<file path="config.mk">
export PLATFORM = sky130hd
export DESIGN_NAME = pc_sequencer
export DESIGN_NICKNAME = d
export VERILOG_FILES = /design/src/rtl/pc_pkg.sv /design/src/rtl/pc_next_calc.sv /design/src/rtl/pc_sequencer.sv
export SDC_FILE = /design/constraint.sdc
export NUM_CORES = 1
export LEC_CHECK = 0
export BUFFER_PORTS_ARGS = -buffer_cell sky130_fd_sc_hd__buf_2
export CAP_MARGIN = 5
export CORE_MARGIN = 5
export CORE_UTILIZATION = 45
export DETAILED_ROUTE_END_ITERATION = 8
export GPL_TIMING_DRIVEN = 1
export PLACE_DENSITY = 0.76
export SLEW_MARGIN = 5
export SYNTH_ARGS = -nofsm -noshare
export SYNTH_HDL_FRONTEND = slang
export SYNTH_SLANG_ARGS = --single-unit
</file>
<file path="constraint.sdc">
create_clock -name clock -period 5.19 [get_ports clock]
set_input_delay 1.038 -clock clock [delete_from_list [all_inputs] [get_ports clock]]
set_output_delay 1.038 -clock clock [all_outputs]
set_load 0.03 [all_outputs]
</file>
<file path="src/rtl/pc_pkg.sv">
// Shared encodings for the program-counter sequencer: next-PC select modes
// and the sequencer FSM state type.
package pc_pkg;

  localparam logic [2:0] SEL_SEQ    = 3'd0;
  localparam logic [2:0] SEL_BRANCH = 3'd1;
  localparam logic [2:0] SEL_JAL    = 3'd2;
  localparam logic [2:0] SEL_JALR   = 3'd3;
  localparam logic [2:0] SEL_TRAP   = 3'd4;

  typedef enum logic [1:0] {
    ST_BOOT = 2'd0,
    ST_RUN  = 2'd1,
    ST_HALT = 2'd2
  } pc_state_e;

  // Only RUN presents a usable fetch address.
  function automatic logic fetch_valid(input pc_state_e s);
    return (s == ST_RUN);
  endfunction

endpackage

</file>
<file path="src/rtl/pc_next_calc.sv">
// Combinational next-PC target selection with alignment check; a misaligned
// branch/jump target is redirected to the trap vector.
module pc_next_calc
  import pc_pkg::*;
#(
  parameter int unsigned           XLEN        = 32,
  parameter logic [XLEN-1:0]       TRAP_VECTOR = 32'h0000_0100,
  parameter int unsigned           ILEN_BYTES  = 4
) (
  input  logic [XLEN-1:0] pc,
  input  logic [2:0]      next_sel,
  input  logic            branch_taken,
  input  logic [XLEN-1:0] imediato,
  input  logic [XLEN-1:0] rs1_value,
  output logic [XLEN-1:0] target,
  output logic [XLEN-1:0] next_pc,
  output logic            misaligned
);

  localparam logic [XLEN-1:0] STEP       = XLEN'(ILEN_BYTES);
  localparam logic [XLEN-1:0] ALIGN_MASK = XLEN'(ILEN_BYTES - 1);

  logic [XLEN-1:0] seq_pc;
  logic [XLEN-1:0] rel_pc;
  logic [XLEN-1:0] jalr_sum;
  logic            check_align;

  assign seq_pc   = pc + STEP;
  assign rel_pc   = pc + imediato;
  assign jalr_sum = rs1_value + imediato;

  // Reserved encodings fall through to sequential flow; only computed
  // branch/jump targets are subject to the alignment check.
  always_comb begin
    target      = seq_pc;
    check_align = 1'b0;
    case (next_sel)
      SEL_SEQ: begin
        target = seq_pc;
      end
      SEL_BRANCH: begin
        check_align = 1'b1;
        target      = branch_taken ? rel_pc : seq_pc;
      end
      SEL_JAL: begin
        check_align = 1'b1;
        target      = rel_pc;
      end
      SEL_JALR: begin
        check_align = 1'b1;
        target      = {jalr_sum[XLEN-1:1], 1'b0};
      end
      SEL_TRAP: begin
        target = TRAP_VECTOR;
      end
      default: begin
        target = seq_pc;
      end
    endcase
  end

  assign misaligned = check_align && ((target & ALIGN_MASK) != '0);
  assign next_pc    = misaligned ? TRAP_VECTOR : target;

endmodule

</file>
<file path="src/rtl/pc_sequencer.sv">
// Program-counter sequencer: BOOT/RUN/HALT control around a registered PC,
// with misaligned-target trapping and capture of the offending address.
module pc_sequencer
  import pc_pkg::*;
#(
  parameter int unsigned     XLEN         = 32,
  parameter logic [XLEN-1:0] RESET_VECTOR = '0,
  parameter logic [XLEN-1:0] TRAP_VECTOR  = 32'h0000_0100,
  parameter int unsigned     ILEN_BYTES   = 4
) (
  input  logic            clock,
  input  logic            reset,
  input  logic            stall,
  input  logic [2:0]      next_sel,
  input  logic            branch_taken,
  input  logic [XLEN-1:0] imediato,
  input  logic [XLEN-1:0] rs1_value,
  input  logic            halt_req,
  input  logic            resume,
  output logic [XLEN-1:0] pc,
  output logic [XLEN-1:0] pc_link,
  output logic            pc_valid,
  output logic            misaligned,
  output logic [XLEN-1:0] bad_addr,
  output logic [1:0]      state
);

  pc_state_e       state_q, state_d;
  logic [XLEN-1:0] pc_q, pc_d;
  logic [XLEN-1:0] bad_q, bad_d;
  logic            mis_q, mis_d;

  logic [XLEN-1:0] calc_target;
  logic [XLEN-1:0] calc_next;
  logic            calc_mis;

  pc_next_calc #(
    .XLEN        (XLEN),
    .TRAP_VECTOR (TRAP_VECTOR),
    .ILEN_BYTES  (ILEN_BYTES)
  ) u_next_calc (
    .pc           (pc_q),
    .next_sel     (next_sel),
    .branch_taken (branch_taken),
    .imediato     (imediato),
    .rs1_value    (rs1_value),
    .target       (calc_target),
    .next_pc      (calc_next),
    .misaligned   (calc_mis)
  );

  // halt_req outranks stall and next_sel; misaligned is a single-cycle pulse.
  always_comb begin
    state_d = state_q;
    pc_d    = pc_q;
    bad_d   = bad_q;
    mis_d   = 1'b0;
    case (state_q)
      ST_BOOT: begin
        state_d = ST_RUN;
      end
      ST_RUN: begin
        if (halt_req) begin
          state_d = ST_HALT;
        end else if (!stall) begin
          pc_d = calc_next;
          if (calc_mis) begin
            mis_d = 1'b1;
            bad_d = calc_target;
          end
        end
      end
      ST_HALT: begin
        if (resume && !halt_req) begin
          state_d = ST_RUN;
        end
      end
      default: begin
        state_d = ST_BOOT;
        pc_d    = RESET_VECTOR;
      end
    endcase
  end

  always_ff @(posedge clock or negedge reset) begin
    if (!reset) begin
      state_q <= ST_BOOT;
      pc_q    <= RESET_VECTOR;
      bad_q   <= '0;
      mis_q   <= 1'b0;
    end else begin
      state_q <= state_d;
      pc_q    <= pc_d;
      bad_q   <= bad_d;
      mis_q   <= mis_d;
    end
  end

  assign pc         = pc_q;
  assign pc_link    = pc_q + XLEN'(ILEN_BYTES);
  assign pc_valid   = fetch_valid(state_q);
  assign misaligned = mis_q;
  assign bad_addr   = bad_q;
  assign state      = state_q;

endmodule

</file>
==> impl_results.md <==
* Area grow syn2layout at 17.97%
* Top delay family on crit path: simple AND/OR/NAND/NOR gates
* Reg power frac at 24.8%
* Power Density at 481.1 nW/um2
* Largest net degree at the start of global routing at 61
* Slew Viols, Final at 0
* Io pins at 173
* DPL Wire Length at 19430 um
* CTS tree: yes
* Vias in the first global route at 7158
* First-pass GRT wire length at 37950 um
* GR Util All Layers at 26.30%
* Synth Area in Compound Gates at 29.70%
* Number of flops mapped to enable cells by yosys at 0
* Antenna violations before repair at 0
* Fillcell total at 1532
* Wire length per cell at 19.84 um
* Distinct cells, synth at 87
* Total grt overflow at 0
* Setup bufs post-CTS at 0
* Main combinational cell family by area after synthesis: compound AO/OA/AOI/OAI gates
* RSZ-0062 raised after global routing: false
* Final Wtd Congestion at 0.9925
* Crit end category: primary output
* Final setup vio count at 0
* Critical path, cell by cell: and3_1, and4_1, and3_1, and2_1, nand3_1, xnor2_1, buf_2
* Pint at 0.001845 W
* Share of cells above drive strength 1 at 23.33%
* Async SR Flop Fraction at 100.0%
* Synthesized net count at 1010
* CTS Root Cell: clkbuf_16
* Routed WL at 24230 um
* CTS Hold Bufs at 0
* Setup TNS at 0 ns
* Most common cell after layout, fill and taps aside: buf_2
* Nets at 1165
* Crit path required time at 4.15 ns
* Worst hold path type: flop to flop
* CTS Buffer Depth at 2
* Vias at 7456
* Post-DRT Antenna Nets at 0
* Worst Path Max Fanout at 7
* Final Util at 54.13%
* H-tree levels at 3
* Layout Skew at 0.006650 ns
* Tot Pwr at 0.003959 W
* Post-Synth Adder-Cell Area at 11.70%
* Drt via density at 6.106
* Top cell type's share of synthesized area at 24.04%
* Area leader, netlist: dfrtp_1
* Max IR drop VDD at 0.3182 mV
* Clock share of power at 14.3%
* Post-Synthesis Cell Area at 6975 um2
* Worst-margin pin slew at 0.7495 ns
* Period utilization at 71.24%
* Share of cell area taken by muxes after synthesis at 0.7354%
* ANT cells at 0
* Worst endpoint data arrival time at 2.66 ns
* Initial core utilization at 45.88%
* Switching Fraction at 53.41%
* Final Hold Fails at 0
* Pre-antenna DRT Iters at 6
* Syn Inst Count at 873
* Worst-Skew Late Latency at 0.33 ns
* Yosys warning count at 0
* Crit-path slowest cell: dfrtp_1
* Register area share after synthesis at 24.04%
* Combinational share of power at 61.0%
* Commonest non-fill, non-tap cells in the layout: buf_2, a21oi_1, nand2_1
* I/O Buffers at 172
* Fin crit period at 3.698 ns
* Outcome: finished clean
* CP peak stage delay at 0.52 ns
* Leakage power at 4.018 nW
* Site row count at 45
* Resized Gates After CTS at 0
* Slew headroom at 50.03%
* Switching pwr at 0.002115 W
* Critical path startpoint category: flop
* Die width at 134.5 um
* Setup CP Type: flop to primary output
* Syn_area_per_cell at 7.990 um2
* Inserted Clock Buffers at 9
* Core ar. at 15200 um2
* Register clock-pin slew on the reported worst setup and hold paths at 0.06 ns
* Crit path top cell by count: and3_1
* Synth Area in XOR/XNOR at 10.30%
* Synth area leaders: dfrtp_1, ha_1, a21oi_1
* Post-Synth Simple-Gate Area at 19.28%
* Die Y at 134.5 um
* FMAX at 270.5 MHz
* Full die area at 18090 um2
* Clock Sinks at 67
* DRT iter0 DRCs at 694
* Most used flip-flop cell after synthesis: dfrtp_1
* CP Buf/Inv Count at 1
* Residual DRC at 0
* #FFs+latches synth at 67
* Max-cap violations at 0
per-layer routing:
metal | vias to the layer above | GRT usage (%) | wire length [um]
met3 | 74 | 5.551 | 1884
met2 | 362 | 43.13 | 11320
li1 | 3537 | - | -
met5 | - | 0 | 0
met4 | 0 | 12.10 | 1106
met1 | 3483 | 33.27 | 9917
state kept, by name, indices dropped and copies added (netlist names):
register and cells:
misaligned 1, pc 32, state 2, bad_addr 32
worst min-delay path: stages, from the launching register on:
cell     delay, ns
dfrtp_1       0.33
nor2_1        0.05
a21oi_1       0.10
final timing paths:
kind	start	endpoint	slack [ns]	cells after the start
max	pc[4]	pc_link[21]	1.49	7
min in group asynchronous	reset	bad_addr[26]	0.54	1
min	bad_addr[1]	bad_addr[1]	0.52	2
max reg2reg	pc[1]	bad_addr[31]	2.06	10
min reg2reg	bad_addr[1]	bad_addr[1]	0.52	2
max in group asynchronous	reset	pc[9]	3.67	2
through the flow:
step | area [um2] | cells | setup WS, ns | hold slack [ns]
6_report | 8229 | 1221 | 1.492 | 0.5186
3_5_place_dp | 7951 | 1205 | 1.409 | 0.5103
2_1_floorplan | 6975 | 873 | 1.781 | 0.6817
5_1_grt | 8229 | 1221 | 1.352 | 0.5243
3_3_place_gp | 7951 | 1205 | 1.424 | 0.5060
4_1_cts | 8229 | 1221 | 1.574 | 0.5225
power groups by stage:
| stage | combinational [W] | sequential, W | clock (W) |
|---|---|---|---|
| after CTS | 0.00241 | 0.000976 | 0.000577 |
| after floorplan | 0.00133 | 0.00132 | 0 |
| final | 0.00241 | 0.000980 | 0.000565 |
| after detailed placement | 0.00240 | 0.000982 | 0 |
| after global placement | 0.00239 | 0.000981 | 0 |
| after global routing | 0.00262 | 0.00101 | 0.000594 |
cells in the mapped netlist, types with 3 or more instances:
library cell	n
nor3_1	7
o21ai_1	20
nand3_1	29
xor2_1	36
a221oi_2	4
xnor2_1	46
o21ai_0	51
o21a_1	5
dfrtp_1	67
inv_1	31
a21o_2	3
clkbuf_1	17
nor2_1	74
nand4_1	6
a21oi_1	103
o31ai_1	3
and4_1	3
o221a_2	4
buf_2	11
or3_1	5
nand3_2	3
and3_1	17
a21o_1	18
nand2_1	96
a221oi_1	9
o211ai_1	4
a22o_1	3
a31oi_1	8
o22ai_1	10
buf_4	4
and2_1	5
ha_1	62
o21bai_1	12
a211oi_1	10
a21oi_2	5
nor2b_1	6
a222oi_1	5
a311oi_1	3
nand2b_1	9
kinds of logic after synthesis:
group                      count (synthesis)
AOI/OAI and AO/OA                        310
xor gates and xnor gates                  82
adders and majority gates                 64
buffers and inverters                     66
DFF                                       67
muxes                                      4
and+or+nand+nor                          280
cell type report:
class                      count  area, um2  area share, %
clock buffer                   9      225.2          2.737
timing repair buffer         179      913.4          11.10
clock inverter                 7      52.55         0.6386
tap                          188      235.2          2.858
sequential                    67       1677          20.37
multi-input combinational    740       5010          60.88
inverter                      31      116.4          1.414
(Power assumes the default switching activity.)
